### config.mk
export PLATFORM = sky130hd
export DESIGN_NAME = ifetch_unit_flat
export DESIGN_NICKNAME = d
export VERILOG_FILES = /design/src/rtl/ifetch_unit_if.sv /design/src/rtl/ifetch_unit.sv /design/src/flat_wrapper.sv
export SDC_FILE = /design/constraint.sdc
export NUM_CORES = 1
export LEC_CHECK = 0
export CORE_MARGIN = 3
export CORE_UTILIZATION = 56
export DETAILED_ROUTE_END_ITERATION = 8
export PLACE_DENSITY = 0.86
export SLEW_MARGIN = 20
export SYNTH_ARGS = -nofsm -noshare
export SYNTH_HDL_FRONTEND = slang
export SYNTH_SLANG_ARGS = --single-unit
### constraint.sdc
create_clock -name clk -period 11.5 [get_ports clk]
set_input_delay 2.3 -clock clk [delete_from_list [all_inputs] [get_ports clk]]
set_output_delay 2.3 -clock clk [all_outputs]
set_load 0.03 [all_outputs]
### src/rtl/ifetch_unit_if.sv
// Bus bundle for the instruction fetch stage: imem request/response,
// redirect input and the decode-side valid/ready output.
interface ifetch_unit_if;
  logic        imem_req_valid;
  logic [63:0] imem_req_addr;
  logic        imem_req_ready;
  logic        imem_rsp_valid;
  logic [31:0] imem_rsp_data;
  logic        redirect;
  logic [63:0] redirect_pc;
  logic        out_valid;
  logic        out_ready;
  logic [31:0] out_instr;
  logic [63:0] out_pc;

  // master: the fetch unit itself; slave: memory, branch unit and decode
  modport master (
    output imem_req_valid, imem_req_addr, out_valid, out_instr, out_pc,
    input  imem_req_ready, imem_rsp_valid, imem_rsp_data, redirect,
           redirect_pc, out_ready
  );

  modport slave (
    input  imem_req_valid, imem_req_addr, out_valid, out_instr, out_pc,
    output imem_req_ready, imem_rsp_valid, imem_rsp_data, redirect,
           redirect_pc, out_ready
  );
endinterface

### src/rtl/ifetch_unit.sv
// Instruction fetch stage: one imem request in flight, 2-entry output FIFO
// of {instr, pc}, redirect flushes the FIFO and restarts fetch.
module ifetch_unit #(
  parameter logic [63:0] RESET_PC = 64'h0
) (
  input logic           clk,
  input logic           rst,
  ifetch_unit_if.master bus
);

  typedef enum logic [1:0] {
    S_IDLE,
    S_WAIT,
    S_DROP
  } state_e;

  state_e      state_q, state_d;
  logic [63:0] pc_q, pc_d;
  logic [63:0] req_pc_q, req_pc_d;
  logic [1:0]  count_q, count_d;
  logic        rd_ptr_q, rd_ptr_d;

  logic [31:0] fifo_instr_q [2];
  logic [63:0] fifo_pc_q    [2];

  logic        req_valid;
  logic        req_fire;
  logic        push;
  logic        pop;
  logic        wr_idx;
  logic        head_valid;

  // Gated by rst so no request is visible while reset is held low.
  assign req_valid  = rst && (state_q == S_IDLE) && (count_q < 2'd2) && !bus.redirect;
  assign req_fire   = req_valid && bus.imem_req_ready;
  assign head_valid = (count_q != 2'd0);

  // Flush wins over both the pop and a response arriving with the redirect.
  assign pop    = head_valid && bus.out_ready && !bus.redirect;
  assign push   = (state_q == S_WAIT) && bus.imem_rsp_valid && !bus.redirect;
  assign wr_idx = rd_ptr_q ^ count_q[0];

  always_comb begin
    // NOTE: every always_comb target gets a default first so no path leaves it
    // unassigned, which would otherwise infer a latch.
    state_d  = state_q;
    pc_d     = pc_q;
    req_pc_d = req_pc_q;
    count_d  = count_q;
    rd_ptr_d = rd_ptr_q;

    unique case (state_q)
      S_IDLE: begin
        if (req_fire) begin
          state_d  = S_WAIT;
          req_pc_d = pc_q;
          pc_d     = pc_q + 64'd4;
        end
      end
      S_WAIT: begin
        if (bus.imem_rsp_valid)   state_d = S_IDLE;
        else if (bus.redirect)    state_d = S_DROP;
      end
      S_DROP: begin
        if (bus.imem_rsp_valid)   state_d = S_IDLE;
      end
      default: state_d = S_IDLE;
    endcase

    if (bus.redirect) begin
      pc_d    = {bus.redirect_pc[63:2], 2'b00};
      count_d = 2'd0;
    end else begin
      count_d  = count_q + {1'b0, push} - {1'b0, pop};
      rd_ptr_d = rd_ptr_q ^ pop;
    end
  end

  always_ff @(posedge clk or negedge rst) begin
    if (!rst) begin
      state_q  <= S_IDLE;
      pc_q     <= RESET_PC;
      req_pc_q <= RESET_PC;
      count_q  <= 2'd0;
      rd_ptr_q <= 1'b0;
    end else begin
      // NOTE: sequential state uses non-blocking assignments so every register
      // samples pre-edge values regardless of statement order.
      state_q  <= state_d;
      pc_q     <= pc_d;
      req_pc_q <= req_pc_d;
      count_q  <= count_d;
      rd_ptr_q <= rd_ptr_d;
    end
  end

  // NOTE: FIFO storage is not reset; count_q qualifies every read, so stale
  // contents are never observable and the array stays plain flops/RAM.
  always_ff @(posedge clk) begin
    if (push) begin
      fifo_instr_q[wr_idx] <= bus.imem_rsp_data;
      fifo_pc_q[wr_idx]    <= req_pc_q;
    end
  end

  assign bus.imem_req_valid = req_valid;
  assign bus.imem_req_addr  = {pc_q[63:2], 2'b00};
  assign bus.out_valid      = head_valid;
  assign bus.out_instr      = head_valid ? fifo_instr_q[rd_ptr_q] : 32'h0;
  assign bus.out_pc         = head_valid ? fifo_pc_q[rd_ptr_q]    : 64'h0;

endmodule

### src/flat_wrapper.sv
// flat-port wrapper written by rule: the top's interface ports become plain ports
module ifetch_unit_flat 
#(
  parameter logic [63:0] RESET_PC = 64'h0
)
  (clk, rst, bus_imem_req_valid, bus_imem_req_addr, bus_out_valid, bus_out_instr, bus_out_pc, bus_imem_req_ready, bus_imem_rsp_valid, bus_imem_rsp_data, bus_redirect, bus_redirect_pc, bus_out_ready);
  ifetch_unit_if bus_i ();
  input logic clk;
  input logic rst;
  output wire logic [$bits(bus_i.imem_req_valid)-1:0] bus_imem_req_valid;
  output wire logic [$bits(bus_i.imem_req_addr)-1:0] bus_imem_req_addr;
  output wire logic [$bits(bus_i.out_valid)-1:0] bus_out_valid;
  output wire logic [$bits(bus_i.out_instr)-1:0] bus_out_instr;
  output wire logic [$bits(bus_i.out_pc)-1:0] bus_out_pc;
  input wire logic [$bits(bus_i.imem_req_ready)-1:0] bus_imem_req_ready;
  input wire logic [$bits(bus_i.imem_rsp_valid)-1:0] bus_imem_rsp_valid;
  input wire logic [$bits(bus_i.imem_rsp_data)-1:0] bus_imem_rsp_data;
  input wire logic [$bits(bus_i.redirect)-1:0] bus_redirect;
  input wire logic [$bits(bus_i.redirect_pc)-1:0] bus_redirect_pc;
  input wire logic [$bits(bus_i.out_ready)-1:0] bus_out_ready;
  assign bus_imem_req_valid = bus_i.imem_req_valid;
  assign bus_imem_req_addr = bus_i.imem_req_addr;
  assign bus_out_valid = bus_i.out_valid;
  assign bus_out_instr = bus_i.out_instr;
  assign bus_out_pc = bus_i.out_pc;
  assign bus_i.imem_req_ready = bus_imem_req_ready;
  assign bus_i.imem_rsp_valid = bus_imem_rsp_valid;
  assign bus_i.imem_rsp_data = bus_imem_rsp_data;
  assign bus_i.redirect = bus_redirect;
  assign bus_i.redirect_pc = bus_redirect_pc;
  assign bus_i.out_ready = bus_out_ready;
  ifetch_unit #(.RESET_PC(RESET_PC)) u_core (.clk(clk), .rst(rst), .bus(bus_i));
endmodule
## After elaboration in Yosys (flattened, before gate mapping)

Memories as Yosys holds them, arrays and structs flattened.
Cells that the tools add are included.

- Reduce and logical (&&, ||, !) cells: 16
- Eq/ne operators: 5
- $lt $le $gt $ge: 1
- Multiplexer cells: 13
- Add/sub/neg operators: 3
- Bitwise logic cells: 2

Operator list:

| operator | number |
|---|---|
| two-way mux 64 bit | 4 |
| adder 64 x 3 -> 64 bit (second input constant) | 1 |
| two-way mux 32 bit | 1 |
| two-way mux 2 bit | 5 |
| logical AND 1 bit | 8 |
| one-hot mux 2 bit (3 select lines) | 1 |
| nonzero test 2 bit | 3 |
| AND reduction 2 bit | 2 |
| != test 3 bit (second input constant) | 1 |
| AND reduction 3 bit | 1 |
| adder 2 x 1 -> 2 bit | 1 |
| == test 2 x 1 -> 1 bit (second input constant) | 1 |
| == test 2 bit (second input constant) | 1 |
| logical NOT 2 bit | 1 |
| < comparator 2 bit (second input constant) | 1 |
| two-way mux 1 bit | 2 |
| != test 2 x 1 -> 1 bit (second input constant) | 1 |
| != test 2 bit (second input constant) | 1 |
| subtractor 2 x 1 -> 2 bit | 1 |
| bitwise XOR 1 bit | 2 |
| logical NOT 1 bit | 1 |

- Bits in registers: 133
- Output and inout port bits: 162
- RAM bits: 192
- Logic and storage cells: 47
- Memories kept: 2

Memory list:

| memory | words | bits a word | read ports | clocked after Yosys merged registers in | write ports | RTL line | RTL |
|---|---|---|---|---|---|---|---|
| u_core.fifo_pc_q | 2 | 64 | 1 | 0 | 1 | ifetch_unit.sv:24 | `logic [63:0] fifo_pc_q [2];` |
| u_core.fifo_instr_q | 2 | 32 | 1 | 0 | 1 | ifetch_unit.sv:23 | `logic [31:0] fifo_instr_q [2];` |

## Longest topological paths before layout

- Depth after elaboration: 8
- Gate-level depth with buffers: 8
- Depth with buffers taken out: 8

## Worst setup path before layout

No wires, ideal clock.

- Kind: input-to-reg
- Start point: input bus_redirect
- End point: memory u_core.fifo_instr_q[0][0] (enable)
- Data required time: 10.952 ns
- Stages: 4
- Setup slack: 4.149 ns
- Setup time: 0.548 ns
- Arrival time: 6.804 ns
- Buffers on the path: 1
- Cell sequence: clkbuf_1 -> nor3b_1 -> nand2_1 -> nor2_1

- Longest elaborated chain between the ends: 4

Ends and longest elaborated chain:

| item | RTL line | RTL |
|---|---|---|
| start, declared | flat_wrapper.sv:18 | `input wire logic [$bits(bus_i.redirect)-1:0] bus_redirect;` |
| logical NOT 1 bit | ifetch_unit.sv:40 | `assign push = (state_q == S_WAIT) && bus.imem_rsp_valid && !bus.redirect;` |
| logical AND 1 bit | ifetch_unit.sv:40 |  |
| two-way mux 1 bit | ifetch_unit.sv:100 | `if (push) begin` |
| two-way mux 1 bit (not written as such) | ifetch_unit.sv:101 | `fifo_instr_q[wr_idx] <= bus.imem_rsp_data;` |
| end, declared | ifetch_unit.sv:23 |  |

No other way between the ends.

## Worst setup path after layout

- Start point: input bus_redirect
- End point: output bus_imem_req_valid

- Longest elaborated chain between the ends: 2

Ends and longest elaborated chain:

| item | RTL line | RTL |
|---|---|---|
| logical NOT 1 bit | ifetch_unit.sv:34 | `assign req_valid = rst && (state_q == S_IDLE) && (count_q < 2'd2) && !bus.redirect;` |
| logical AND 1 bit | ifetch_unit.sv:34 |  |
| end, declared | flat_wrapper.sv:10 | `output wire logic [$bits(bus_i.imem_req_valid)-1:0] bus_imem_req_valid;` |

No other way between the ends.

==> impl_metrics.tcl <==
set metrics [dict create \
    critPathLaunchType "input pin" \
    slew_violations 0 \
    p_per_area_nw_per_um2 174 \
    drt-total-wl_mm 37.0 \
    total_power_uw 3060 \
    path_max_fanout 77 \
    timing.critical_path.from "bus_redirect" \
    clk_pin_slew_worst_paths_ns 0.05 \
    synth-edff-count 188 \
    drtAntennaViolNets 0 \
    antenna_found_initial 1 \
    cts_resized 0 \
    vias_per_cell 6.03 \
    grt_max_degree 96 \
    max_cap_viol_count 0 \
    htree_levels 2 \
    clockBufferDepth 3 \
    ff2ff_path_depth 4 \
    die_w_um 162 \
    hold_viol_final 0 \
    cts-root-buf "clkbuf_16" \
    layout-drive-gt1-share_pct 5.47 \
    synth_area_um2 13700 \
    route.detailed.drc 0 \
    fin_crit_sh_pct 59.8 \
    place_inst 1682 \
    die-area_um2 26300 \
    final_cells 1745 \
    tns_ns 0 \
    r2r_slack_ns 7.30 \
    synth_warnings 0 \
    synth-seq-cells 317 \
    vias 10500 \
    ys_types 57 \
    p_leak_uw 0.00683 \
    ir_worst_vdd_mv 0.128 \
    globalplace.congestion 0.892 \
    cts_tree "yes" \
    initial_utilization_pct 57.7 \
    max_freq_mhz 145 \
    first_pass_iters 8 \
    cts_buffers 34 \
    placementRows 56 \
    fp.dieH_um 162 \
    yosysSeqAreaShare_pct 65.0 \
    rsz0062_at_grt "no" \
    synthFlopType "edfxtp_1" \
    worstMarginPinSlew_ns 1.08 \
    min_period_ns 6.87 \
    hold-worst-slack_ns 0.472 \
    grt_pass1_wl_mm 57.4 \
    cp_data_arrival_time_ns 4.57 \
    area_delta_synth_final_pct 28.7 \
    grt_pass1_vias 10400 \
    cts_setup_buffers 0 \
    cp-end-kind "primary output" \
    skew_ns 0.0129 \
    ios 264 \
    slew_headroom_pct 28.1 \
    setup_viol 0 \
    hp-class "reg2reg" \
    reg2reg_from "u_core.rd_ptr_q$_DFFE_PN0N_" \
    core_area_um2 23700 \
    place_hpwl_mm 23.7 \
    synth-async-reset-ratio_pct 40.7 \
    clk_latency_ns 0.51 \
    dr_wl_met2_mm 18.1 \
    status "completed" \
    overflow 0 \
    layout.nets 1505 \
    cp-endpoint "bus_imem_req_valid" \
    regToRegEndpoint "u_core.fifo_pc_q[0][44]$_DFFE_PP_" \
    syn_inst 1159 \
    wl_met3_mm 3.36 \
    drtIter0Drc 1134 \
    cts.sinks 317 \
    synth_area_per_cell_um2 11.8 \
    port_buffers 257 \
    track_usage_pct 27.7 \
    wl_met1_mm 14.2 \
    required_ns 9.20 \
    worstSetupPathType "in2out" \
    wl_per_cell_um 21.2 \
    top_layer "met4" \
    cts_hold_buf 0 \
]
## worst max-delay path, stage by stage
cell and delay (ns):
buf_2 0.10, buf_4 0.35, or4b_2 0.90, nor2_1 0.14, clkdlybuf4s50_1 0.75
## cell type report
cell class | instances | area, um2
sequential | 317 | 8880
fill | 1639 | 6110
multi-input combinational | 763 | 4510
timing repair buffer | 270 | 2690
clock buffer | 53 | 953
tap | 319 | 399
clock inverter | 8 | 91.3
inverter | 14 | 52.6
antenna | 1 | 2.50
## cell families after synthesis
| logic type | Yosys count | synth area share, % |
|---|---|---|
| AND/OR/NAND/NOR | 518 | 17.6 |
| flip-flops | 317 | 65.0 |
| AO/OA/AOI/OAI | 127 | 6.57 |
| multiplexers | 105 | 7.71 |
| buffers and inverters | 82 | 2.42 |
| XOR/XNOR | 6 | 0.385 |
| adder cells (fa/ha/maj) | 3 | 0.275 |
| other | 1 | 0.0275 |
## Yosys cell counts (3+ instances only)
library cell / instances / share of area (%)
mux2i_1: 104 / 7.6
a221o_1: 10 / 0.73
o21ai_0: 30 / 1.1
and2_1: 4 / 0.18
nand3b_1: 4 / 0.22
nor2_1: 122 / 3.4
dfrtp_1: 129 / 24
nor3_1: 9 / 0.33
a21o_1: 8 / 0.44
or3_1: 12 / 0.55
nand2b_1: 3 / 0.14
inv_1: 14 / 0.38
or2_2: 3 / 0.14
a22oi_1: 10 / 0.55
nor4_1: 15 / 0.69
nor2b_1: 5 / 0.23
nand4_1: 26 / 1.2
o311ai_0: 15 / 0.96
ha_1: 3 / 0.27
buf_4: 4 / 0.22
nand3_1: 47 / 1.7
buf_1: 18 / 0.49
edfxtp_1: 188 / 41
and3_1: 17 / 0.78
a21oi_1: 13 / 0.48
a31oi_1: 7 / 0.32
nand2_1: 220 / 6.0
and4_1: 3 / 0.19
or4_1: 13 / 0.71
xnor2_1: 3 / 0.19
xor2_1: 3 / 0.19
o211ai_1: 18 / 0.99
buf_2: 5 / 0.18
nor3b_1: 4 / 0.22
clkbuf_1: 40 / 1.1
## layout by cell type, fill, tap and decap left out, drive strengths merged, types with 4 or more instances in the layout
master	instances
inv	15
nor3b	4
nand3	47
a22oi	10
or4	14
clkbuf	53
dfrtp	129
a31oi	7
clkinv	5
o21ai	30
nor3	9
or3	12
o211ai	18
mux2i	104
nor2	122
a21oi	13
nor4	17
nand3b	4
a221o	10
and3	17
nor2b	5
clkdlybuf4s50	255
nand2	220
a21o	8
nand4	27
and2	4
conb	4
o311ai	15
buf	15
edfxtp	188
## registers in the layout, indices dropped and copies added (netlist names)
signal / flops
u_core.fifo_pc_q: 124
u_core.rd_ptr_q: 1
u_core.req_pc_q: 62
u_core.count_q: 2
u_core.state_q: 2
u_core.fifo_instr_q: 64
u_core.pc_q: 62
## layer usage
| metal | track usage (%) | vias to the layer above |
|---|---|---|
| met1 | 37.1 | 5108 |
| met4 | 9.27 | 0 |
| met5 | 0 | - |
| met3 | 5.41 | 94 |
| met2 | 45.9 | 608 |
| li1 | - | 4716 |
## through the flow
stage                     setup slack, ns  utilization [%]  instance area [um2]
after floorplan                      4.15                -                13700
after global placement               4.63             69.7                16500
after detailed placement             4.62             69.7                16500
after CTS                            4.62             74.1                17500
after global routing                 4.55             74.2                17600
final                                4.63             74.2                17600
## power breakdown
part / switching (uW) / total, uW / leakage, uW / internal [uW]
Clock: 418 / 1030 / 0.000506 / 616
Sequential: 143 / 1470 / 0.00331 / 1330
Combinational: 302 / 556 / 0.00301 / 254
Total: 863 / 3060 / 0.00683 / 2200
## worst min path at each step
stage | startpoint | to | slack [ns] | cells past startpoint
final | u_core.req_pc_q[35]$_DFFE_PN0P_ | u_core.fifo_pc_q[1][35]$_DFFE_PP_ | 0.47 | 0
after global routing | u_core.req_pc_q[61]$_DFFE_PN0P_ | u_core.fifo_pc_q[1][61]$_DFFE_PP_ | 0.48 | 0
after CTS | u_core.req_pc_q[60]$_DFFE_PN0P_ | u_core.fifo_pc_q[0][60]$_DFFE_PP_ | 0.47 | 0
after detailed placement | u_core.req_pc_q[7]$_DFFE_PN0P_ | u_core.fifo_pc_q[0][7]$_DFFE_PP_ | 0.46 | 0
after global placement | u_core.req_pc_q[49]$_DFFE_PN0P_ | u_core.fifo_pc_q[1][49]$_DFFE_PP_ | 0.45 | 0
after floorplan | u_core.req_pc_q[44]$_DFFE_PN0P_ | u_core.fifo_pc_q[0][44]$_DFFE_PP_ | 0.44 | 0
(Power assumes the default switching activity.)
